`src/rtl/sb_param_shadow_cfg.sv`:
```
// Parametrised bottom-edge switch block (top and left sides).
// Mux selects come from a double-buffered store: a frame interface
// reads/writes the shadow bank, and an atomic commit copies shadow to
// active so the routing muxes never see a half-written configuration.
module sb_param_shadow_cfg #(
  parameter  int CHAN_W   = 9,
  parameter  int MUX_SIZE = 2,
  localparam int SEL_W    = $clog2(MUX_SIZE),
  localparam int NMUX     = 2 * CHAN_W,
  localparam int ADDR_W   = $clog2(NMUX)
) (
  input  logic              prog_clk,
  input  logic              pReset_n,
  input  logic [CHAN_W-1:0] chany_top_in,
  input  logic [CHAN_W-1:0] chanx_left_in,
  input  logic [CHAN_W-1:0] top_grid_pin,
  input  logic [CHAN_W-1:0] left_grid_pin,
  output logic [CHAN_W-1:0] chany_top_out,
  output logic [CHAN_W-1:0] chanx_left_out,
  input  logic              cfg_valid,
  input  logic              cfg_we,
  input  logic [ADDR_W-1:0] cfg_addr,
  input  logic [SEL_W-1:0]  cfg_wdata,
  input  logic              cfg_rsel,
  output logic              cfg_ready,
  output logic [SEL_W-1:0]  cfg_rdata,
  output logic              cfg_rvalid,
  input  logic              cfg_commit,
  input  logic              cfg_lock,
  output logic              cfg_locked,
  output logic              cfg_err
);

  // Select values at or above this limit drive the mux output low.
  localparam logic [SEL_W:0]  MUX_LIM  = (SEL_W + 1)'(MUX_SIZE);
  localparam logic [ADDR_W:0] NMUX_LIM = (ADDR_W + 1)'(NMUX);

  typedef enum logic [1:0] {IDLE, WRITE, READ, COMMIT} state_t;

  state_t              state_q;
  logic [ADDR_W-1:0]   addr_q;
  logic [SEL_W-1:0]    wdata_q;
  logic                rsel_q;
  logic                locked_q;
  logic [SEL_W-1:0]    rdata_q;
  logic                rvalid_q;
  logic                err_q;
  logic [SEL_W-1:0]    shadow_q [NMUX];
  logic [SEL_W-1:0]    active_q [NMUX];
  logic [1:0]          rst_sync_q;
  logic                rst_n_int;
  logic                addr_ok;

  // Reset asserts asynchronously but releases on a clock edge, so the
  // configuration state never leaves reset mid-cycle.
  always_ff @(posedge prog_clk or negedge pReset_n) begin
    if (!pReset_n) rst_sync_q <= 2'b00;
    else           rst_sync_q <= {rst_sync_q[0], 1'b1};
  end

  assign rst_n_int = rst_sync_q[1];
  assign addr_ok   = ({1'b0, addr_q} < NMUX_LIM);

  // Routing muxes: input 0 is the grid pin, input k>=1 taps the
  // opposite-side channel with a per-track rotation.
  genvar gi, gk;
  generate
    for (gi = 0; gi < CHAN_W; gi++) begin : g_mux
      logic [MUX_SIZE-1:0] top_in_w;
      logic [MUX_SIZE-1:0] left_in_w;
      assign top_in_w[0]  = top_grid_pin[gi];
      assign left_in_w[0] = left_grid_pin[gi];
      for (gk = 1; gk < MUX_SIZE; gk++) begin : g_in
        localparam int IDX = (CHAN_W - gi + gk - 1) % CHAN_W;
        assign top_in_w[gk]  = chanx_left_in[IDX];
        assign left_in_w[gk] = chany_top_in[IDX];
      end
      assign chany_top_out[gi]  = ({1'b0, active_q[gi]} < MUX_LIM) ?
                                  top_in_w[active_q[gi]] : 1'b0;
      assign chanx_left_out[gi] = ({1'b0, active_q[CHAN_W+gi]} < MUX_LIM) ?
                                  left_in_w[active_q[CHAN_W+gi]] : 1'b0;
    end
  endgenerate

  // Commit takes priority over a same-cycle frame request.
  assign cfg_ready  = (state_q == IDLE) & ~cfg_commit;
  assign cfg_rdata  = rdata_q;
  assign cfg_rvalid = rvalid_q;
  assign cfg_locked = locked_q;
  assign cfg_err    = err_q;

  // Frame FSM with both config banks, sticky lock and registered status.
  always_ff @(posedge prog_clk or negedge rst_n_int) begin
    if (!rst_n_int) begin
      state_q  <= IDLE;
      addr_q   <= '0;
      wdata_q  <= '0;
      rsel_q   <= 1'b0;
      locked_q <= 1'b0;
      rdata_q  <= '0;
      rvalid_q <= 1'b0;
      err_q    <= 1'b0;
      for (int i = 0; i < NMUX; i++) begin
        shadow_q[i] <= '0;
        active_q[i] <= '0;
      end
    end else begin
      rvalid_q <= 1'b0;
      err_q    <= 1'b0;
      if (cfg_lock) locked_q <= 1'b1;
      case (state_q)
        IDLE: begin
          if (cfg_commit) begin
            state_q <= COMMIT;
          end else if (cfg_valid) begin
            addr_q  <= cfg_addr;
            wdata_q <= cfg_wdata;
            rsel_q  <= cfg_rsel;
            state_q <= cfg_we ? WRITE : READ;
          end
        end
        WRITE: begin
          if (addr_ok && !locked_q) shadow_q[addr_q] <= wdata_q;
          else                      err_q <= 1'b1;
          state_q <= IDLE;
        end
        READ: begin
          rvalid_q <= 1'b1;
          if (addr_ok) begin
            rdata_q <= rsel_q ? active_q[addr_q] : shadow_q[addr_q];
          end else begin
            rdata_q <= '0;
            err_q   <= 1'b1;
          end
          state_q <= IDLE;
        end
        COMMIT: begin
          if (!locked_q) begin
            for (int i = 0; i < NMUX; i++) active_q[i] <= shadow_q[i];
          end else begin
            err_q <= 1'b1;
          end
          state_q <= IDLE;
        end
        default: state_q <= IDLE;
      endcase
    end
  end

endmodule

```
`config.mk`:
```
export PLATFORM = sky130hd
export DESIGN_NAME = sb_param_shadow_cfg
export DESIGN_NICKNAME = d
export VERILOG_FILES = /design/src/rtl/sb_param_shadow_cfg.sv
export SDC_FILE = /design/constraint.sdc
export NUM_CORES = 1
export LEC_CHECK = 0
export ABC_AREA = 1
export CORE_MARGIN = 5
export CORE_UTILIZATION = 50
export CTS_BUF_LIST = sky130_fd_sc_hd__clkbuf_4 sky130_fd_sc_hd__clkbuf_8
export CTS_CLUSTER_SIZE = 10
export DETAILED_ROUTE_END_ITERATION = 8
export PLACE_DENSITY = 0.82
export SLEW_MARGIN = 20
export SYNTH_ARGS = -nofsm -noshare
export SYNTH_HDL_FRONTEND = slang
export SYNTH_SLANG_ARGS = --single-unit
```
`constraint.sdc`:
```
create_clock -name prog_clk -period 2.1 [get_ports prog_clk]
set_clock_uncertainty 0.1 [all_clocks]
set_input_delay 0.315 -clock prog_clk [delete_from_list [all_inputs] [get_ports prog_clk]]
set_output_delay 0.315 -clock prog_clk [all_outputs]
set_load 0.05 [all_outputs]
```
# Word level (Yosys, flattened, before mapping)
# Cells that the tools add are included.
# classes
n_addsub,0
multipliers,0
div,0
order_cmp,21
n_eq_ne,4
shift,0
mux,56
bitwise_logic,4
n_reduce_logical,8
# op_table
op,count
$mux 1,47
$lt 1x2->1 const B,18
$bwmux 18,1
$bmux 1 s5,2
$ge 6x6->1 const B,1
$lt 6x1->1 const B,1
$mux 2,3
$not 5->6,1
$demux 1 s5,1
$lt 5x5->1 const B,1
$eq 2x2->1 const B,2
$pmux 2 s2,1
$reduce_and 2->1,2
$ne 3x3->1 const B,1
$pmux 1 s3,1
$reduce_and 3->1,1
$reduce_or 3->1,1
$eq 2x1->1 const B,1
$logic_and 1x1->1,2
$logic_not 2->1,1
$not 1->1,2
$and 1x1->1,1
$logic_not 1->1,1
# totals
reg_bits,51
latch_bits,0
mem_bits_rw,0
rom_bits,0
in_bits,49
out_inout_bits,23
elab_cells,138
n_memories,0

# Logic depth before layout (Yosys ltp)
# Gate-level depths: netlist of the first run.
# logic_depth
depth_word,6
ltp_mapped,11
ltp_nobuf,11

# Worst setup path after synthesis of the first run
# No wires, ideal clock.
# synth_path
kind,register to register
start,reg state_q[1]
end,reg addr_q[1]
setup_time_ns,0.124
arrival_time_ns,1.874
t_required_ns,1.876
slack_ns,0.003
path_stages_with_launch,8
n_path_buf,1
period_less_slack_ns,2.097
path_cell_list,dfrtp_1 -> nor2_1 -> inv_1 -> nor2_1 -> nand2_1 -> buf_2 -> nor2_1 -> a21oi_1
# synth_via
elab_chain_cells,2
# synth_rtl
item,line_no,source
from (decl),40,state_t state_q;
from (signal assigned),119,state_q <= cfg_we ? WRITE : READ;
$logic_not 2->1,111,case (state_q)
$reduce_and 3->1 (no line),n/a,
to (signal assigned),116,addr_q <= cfg_addr;
to (decl),41,logic [ADDR_W-1:0] addr_q;
# No other way between the ends.
# A chain may end at the register's enable or synchronous reset.

# Worst setup path in the final report of the first run
# layout_path
start,"reg locked_q, in the netlist cfg_locked"
end,out cfg_locked
# layout_rtl
item,line_no,source
from (decl),44,logic locked_q;
from (signal assigned),99,locked_q <= 1'b0;
from (signal assigned),110,if (cfg_lock) locked_q <= 1'b1;
to (decl),30,"output logic cfg_locked,"
# No word-level cell between the ends.

==> flow_metrics.env, run 1 <==
export IMPL_outcome="completed"
export IMPL_final_design_area_no_fill_mm2=0.003860
export IMPL_category_of_the_critical_setup_timing_path="reg2out"
export IMPL_final_hold_viol_count=0
export IMPL_post_synth_most_frequent_cells="124 x nand2_1, 51 x dfrtp_1, 35 x inv_1, 26 x nor2_1, 22 x mux2_2"
export IMPL_htree_levels=2
export IMPL_worst_hold_slack_ns=0.06427
export IMPL_post_cts_setup_buffers=0
export IMPL_post_synth_inst_count=338
export IMPL_critical_path_max_stage_delay_ns=0.84
export IMPL_place_hpwl_mm=4.875
export IMPL_clkSinkCount=51
export IMPL_timing_final_setup_violations=0
export IMPL_die_area_mm2=0.007117
export IMPL_routed_wire_length_per_instance_um=12.80
export IMPL_vdd_ir_drop_worst_mv=0.4798
export IMPL_clock_buffer_depth=2
export IMPL_syn_nets=387
export IMPL_post_cts_resize_count=0
export IMPL_intPower_w=0.001770
export IMPL_grt_overflow_total=0
export IMPL_layout_drive_gt1_share_pct=19.23
export IMPL_dr_pass1_iters=4
export IMPL_fp_row_count=27
export IMPL_cts_root_buf="clkbuf_8"
export IMPL_route_final_wire_length_mm=6.244
export IMPL_pwr_share_seq_pct=42.2
export IMPL_synth_ff_latch_count=51
export IMPL_finalNetCount=464
export IMPL_power_switching_w=0.001073
export IMPL_synth_top_cells_by_area="dfrtp_1 46%, nand2_1 17%, mux2_2 9.0%"
export IMPL_io_pins=72
export IMPL_postSynth_asyncResetShare_pct=100.0
export IMPL_initial_utilization_pct=50.84
export IMPL_postSynth_topFlopCell="dfrtp_1"
export IMPL_dpl_instance_area_mm2=0.003756
export IMPL_dp_worst_setup_slack_ns=0.3108
export IMPL_timing_critical_path_cells="clkdlybuf4s50_1"
export IMPL_critPathTopFamily="buffers and inverters"
export IMPL_cts_hold_buf=0
export IMPL_die_w_um=84.37
export IMPL_number_of_synthesized_flops_with_an_enable_pin=0
export IMPL_timing_max_slew_rel_slack_pct=65.73
export IMPL_yosysMostFrequentCell="nand2_1"
export IMPL_post_synth_cell_area_avg_um2=8.181
export IMPL_grtUsageTotal_pct=18.47
export IMPL_path_depth=1
export IMPL_grt_max_degree=50
export IMPL_cts_buffers=5
export IMPL_rrSetupSlack_ns=0.30
export IMPL_drt_antenna_violating_nets=0
export IMPL_critical_path_startpoint="cfg_locked"
export IMPL_hold_path_class="in2async"
export IMPL_core_region_area_mm2=0.005439
export IMPL_insertion_delay_ns=0.30
export IMPL_worst_slew_pin_transition_ns=0.5134
export IMPL_drt_vias_per_instance=5.023
export IMPL_grt_antenna_before_repair=0
export IMPL_tritoncts_clock_tree="yes"
export IMPL_route_detailed_drc=0
export IMPL_switching_share_pct=37.75
export IMPL_combPwrFrac_pct=36.3
export IMPL_vias=2451
export IMPL_place_inst=480
export IMPL_fill_cells=428
export IMPL_final_worst_path_cycle_share_pct=94.88
export IMPL_wire_length_of_the_first_global_routing_pass_mm=10.81
export IMPL_gp_congestion=0.9584
export IMPL_timing_final_crit_period_ns=1.992
export IMPL_worst_setup_path_start_kind="register"
export IMPL_area_delta_synth_final_pct=39.59
export IMPL_yosysSeqAreaShare_pct=46.15
export IMPL_kind_of_capture_point_of_the_worst_setup_path="primary output"
export IMPL_cts_clk_slew_worst_paths_ns=0.09
export IMPL_pins_over_their_slew_limit=0
export IMPL_fmaxAchievable_ghz=0.5019
export IMPL_netlist_area_before_placement_mm2=0.002765
export IMPL_worst_ep_arrival_time_ns=1.58
export IMPL_crit_path_top_delay_cell="clkdlybuf4s50_1"
export IMPL_number_of_global_route_vias_before_repair=2403
export IMPL_critPathMaxFanout=4
export IMPL_unrepaired_setup_endpoints_after_global_routing="no"
export IMPL_initialDrtViolationCount=211
export IMPL_critical_path_n_buffers_inverters=1
export IMPL_clkPwrFrac_pct=21.5
export IMPL_p_leak_nw=1.828
export IMPL_synthDistinctLibCells=26
export IMPL_max_cap_viol_count=0
export IMPL_worstReg2RegStart="addr_q[1]"
export IMPL_post_layout_nonfiller_instances=488
export IMPL_most_area_hungry_cell_type_in_the_yosys_netlist="dfrtp_1"
export IMPL_post_synth_top_area_fraction_pct=46.15
export IMPL_io_buffers=71
export IMPL_worst_r2r_cell_count=8
export IMPL_setup_tns_ns=0
export IMPL_cp_data_required_time_ns=1.68
export IMPL_final_setup_worst_slack_ns=0.1075
export IMPL_yosysWarnings=0
export IMPL_num_antenna_cells=0
export IMPL_die_h_um=84.37
export IMPL_power_density_cell_area_mw_per_mm2=736.6
-- layer usage --
metal / vias up / track usage (%) / share of wire (%)
li1: 1217 / - / -
met1: 1134 / 24.00 / 43
met2: 91 / 30.77 / 48
met3: 9 / 3.827 / 8.0
met4: 0 / 6.331 / 1.2
met5: - / 0 / 0
-- area by class of cell --
type | count | area, um^2 | area share (%)
multi-input combinational | 243 | 1286 | 33.32
sequential | 51 | 1277 | 33.10
timing repair buffer | 77 | 958.4 | 24.83
clock buffer | 8 | 103.9 | 2.690
tap | 72 | 90.09 | 2.334
inverter | 37 | 143.9 | 3.728
-- worst paths after layout --
kind,to
max,cfg_locked
min,rst_sync_q[0]
max reg2reg,shadow_q[17]
min reg2reg,active_q[9]
max in group asynchronous,active_q[17]
min in group prog_clk,rst_sync_q[1]
-- power groups by stage --
stage	registers, W	clock network, W	logic [W]
after floorplan	0.00124	0	0.000614
after global placement	0.00121	0	0.00100
after detailed placement	0.00122	0	0.00102
after CTS	0.00120	0.000629	0.00103
after global routing	0.00121	0.000664	0.00112
final	0.00120	0.000611	0.00103
-- through the flow --
| stage | power, W | util [%] |
|---|---|---|
| finish | 0.002843 | 70.97 |
| global route | 0.002997 | 70.97 |
| CTS | 0.002858 | 70.97 |
| detailed placement | 0.002242 | 69.06 |
| global placement | 0.002215 | 69.06 |
| floorplan | 0.001852 | - |
-- flip-flops by register name (all words and copies together), names as in the netlist --
signal and cells:
shadow_q 18, cfg_rdata 1, cfg_locked 1, cfg_rvalid 1, active_q 18, cfg_err 1
wdata_q 1, addr_q 5, state_q 2, rst_sync_q 2, rsel_q 1
-- logic make-up after synthesis --
family                 share of synthesized area, %
buffers and inverters                         7.330
other                                        0.1356
DFF                                           46.15
and+or+nand+nor                               28.96
muxes                                         8.959
AOI/OAI and AO/OA                             8.462
-- placed cells by master (no fill, tap or decap), types with 2 or more instances in the layout --
master	n
a21oi_1	7
o21ai_1	16
o21ai_0	19
clkbuf_8	7
mux2_2	22
nor2_4	3
nand2_1	124
buf_12	20
dfrtp_1	50
nand2_4	2
nand3_1	4
buf_4	5
nor3_2	10
nor2_2	3
nor2_1	26
clkdlybuf4s50_1	52
inv_1	35
No activity file was read; power rests on OpenSTA's default activity.
==> run 2: changes to the inputs <==
SKIP_LAST_GASP = 1   (was unset)
==> results of run 2 <==
The final DEF is identical to that of run 1; final timing and power are the same.
==> run 3: changes to the inputs <==
CORE_UTILIZATION = 49   (was 50)
CTS_BUF_LIST = sky130_fd_sc_hd__clkbuf_16   (was sky130_fd_sc_hd__clkbuf_4 sky130_fd_sc_hd__clkbuf_8)
PLACE_DENSITY = 0.8   (was 0.82)
==> flow_metrics.env, run 3 (synthesis gave the netlist of run 1 again) <==
export IMPL_fill_cells=440
export IMPL_cts_root_buf="clkbuf_16"
export IMPL_initialDrtViolationCount=208
export IMPL_max_cap_viol_count=0
export IMPL_num_antenna_cells=0
export IMPL_grtUsageTotal_pct=19.27
export IMPL_rrSetupSlack_ns=0.28
export IMPL_layout_drive_gt1_share_pct=18.55
export IMPL_post_cts_resize_count=0
export IMPL_clkSinkCount=51
export IMPL_r2r_end="shadow_q[14]"
export IMPL_cts_clk_slew_worst_paths_ns=0.06
export IMPL_timing_critical_path_cells="clkdlybuf4s50_1"
export IMPL_highest_signal_layer="met4"
export IMPL_timing_max_slew_rel_slack_pct=59.90
export IMPL_pwr_share_seq_pct=40.0
export IMPL_htree_levels=2
export IMPL_place_inst=479
export IMPL_category_of_the_critical_setup_timing_path="reg2out"
export IMPL_fmaxAchievable_ghz=0.5118
export IMPL_post_cts_setup_buffers=0
export IMPL_fin_total_pwr_w=0.003004
export IMPL_switching_share_pct=37.22
export IMPL_routed_wire_length_per_instance_um=13.31
export IMPL_layout_common_cells="124 x nand2_1, 52 x clkdlybuf4s50_1, 50 x dfrtp_1, 36 x inv_1, 26 x nor2_1"
export IMPL_cts_hold_buf=0
export IMPL_wire_length_of_the_first_global_routing_pass_mm=11.40
export IMPL_worst_ep_arrival_time_ns=1.54
export IMPL_cp_data_required_time_ns=1.68
export IMPL_timing_final_crit_period_ns=1.954
export IMPL_power_switching_w=0.001118
export IMPL_finalNetCount=463
export IMPL_critical_path_max_stage_delay_ns=0.83
export IMPL_timing_final_setup_violations=0
export IMPL_worst_setup_path_start_kind="register"
export IMPL_core_region_area_mm2=0.005507
export IMPL_worst_slew_pin_transition_ns=0.6014
export IMPL_ff_latch_area_mm2=0.001277
export IMPL_top_regs="active_q x18, shadow_q x18, addr_q x5"
export IMPL_clock_buffer_depth=2
export IMPL_vias=2496
export IMPL_worstReg2RegStart="addr_q[1]"
export IMPL_dr_wl_met2_mm=2.983
export IMPL_insertion_delay_ns=0.29
export IMPL_final_worst_path_cycle_share_pct=93.05
export IMPL_met3_length_um=497
export IMPL_route_final_wire_length_mm=6.484
export IMPL_drt_vias_per_instance=5.125
export IMPL_route_detailed_drc=0
export IMPL_clkPwrFrac_pct=25.2
export IMPL_p_leak_nw=1.836
export IMPL_critical_path_n_buffers_inverters=1
export IMPL_dr_pass1_iters=5
export IMPL_die_h_um=85.12
export IMPL_outcome="completed"
export IMPL_combPwrFrac_pct=34.9
export IMPL_critPathTopFamily="buffers and inverters"
export IMPL_met1Wirelength_mm=2.802
export IMPL_setup_tns_ns=0
export IMPL_vdd_ir_drop_worst_mv=0.4867
export IMPL_io_pins=72
export IMPL_multiInputGateArea_mm2=0.001286
export IMPL_fp_row_count=27
export IMPL_gp_congestion=0.9153
export IMPL_drt_antenna_violating_nets=0
export IMPL_hold_path_class="in2async"
export IMPL_area_delta_synth_final_pct=40.09
export IMPL_initial_utilization_pct=50.22
export IMPL_cts_buffers=5
export IMPL_grt_max_degree=50
export IMPL_place_hpwl_mm=4.789
export IMPL_grt_overflow_total=0
export IMPL_unrepaired_setup_endpoints_after_global_routing="no"
export IMPL_tritoncts_clock_tree="yes"
export IMPL_crit_path_top_delay_cell="clkdlybuf4s50_1"
export IMPL_intPower_w=0.001886
export IMPL_io_buffers=71
export IMPL_pins_over_their_slew_limit=0
export IMPL_final_common_cell="nand2_1"
export IMPL_final_hold_viol_count=0
export IMPL_post_layout_nonfiller_instances=487
export IMPL_worst_r2r_cell_count=8
export IMPL_die_area_mm2=0.007245
export IMPL_critPathMaxFanout=4
export IMPL_kind_of_capture_point_of_the_worst_setup_path="primary output"
export IMPL_power_density_cell_area_mw_per_mm2=775.6
export IMPL_grt_antenna_before_repair=0
export IMPL_die_w_um=85.12
export IMPL_number_of_global_route_vias_before_repair=2430
run 3: cell count changes in the layout (fill, tap and decap cells not counted):
cell	before	now
clkbuf_8	7	0
clkbuf_4	1	0
clkbuf_16	0	5
buf_12	20	19
clkinv_2	0	1
inv_1	35	36
clkinv_1	0	1
run 3: power groups by stage:
| stage | logic, W | clock network, W | registers [W] |
|---|---|---|---|
| 2_1_floorplan | 0.000614 | 0 | 0.00124 |
| 3_5_place_dp | 0.00103 | 0 | 0.00122 |
| 4_1_cts | 0.00104 | 0.000772 | 0.00120 |
| 5_1_grt | 0.00113 | 0.000812 | 0.00122 |
| 6_report | 0.00105 | 0.000756 | 0.00120 |
| 3_3_place_gp | 0.00101 | 0 | 0.00121 |
run 3: cell type report:
type	instances	share of cell area, %
multi-input combinational	243	33.20
sequential	51	32.98
timing repair buffer	76	24.22
inverter	37	3.714
clock buffer	5	3.230
tap	72	2.326
clock inverter	3	0.3230
run 3: per-stage QoR:
stage,utilization (%),area [um^2],worst slack [ns],hold slack [ns]
after floorplan,-,2765,0.002502,-0.08059
after global placement,67.85,3736,0.3762,0.2396
after detailed placement,67.85,3736,0.3024,0.2485
after CTS,70.35,3874,0.1378,0.07779
after global routing,70.35,3874,0.1008,0.08859
final,70.35,3874,0.1459,0.07852
run 3: routing by layer:
layer	vias to the layer above	global-route usage, %
met5	-	0
met4	0	6.906
met3	20	4.272
met2	122	30.86
met1	1143	25.68
li1	1211	-
run 3: worst max-delay path by stage:
stage	to	cells past startpoint	slack, ns	startpoint
6_report	cfg_locked	1	0.15	cfg_locked
5_1_grt	cfg_locked	1	0.10	cfg_locked
4_1_cts	cfg_locked	1	0.14	cfg_locked
3_5_place_dp	addr_q[4]	5	0.30	cfg_commit
3_3_place_gp	addr_q[1]	5	0.38	cfg_commit
2_1_floorplan	addr_q[1]	7	0.003	state_q[1]
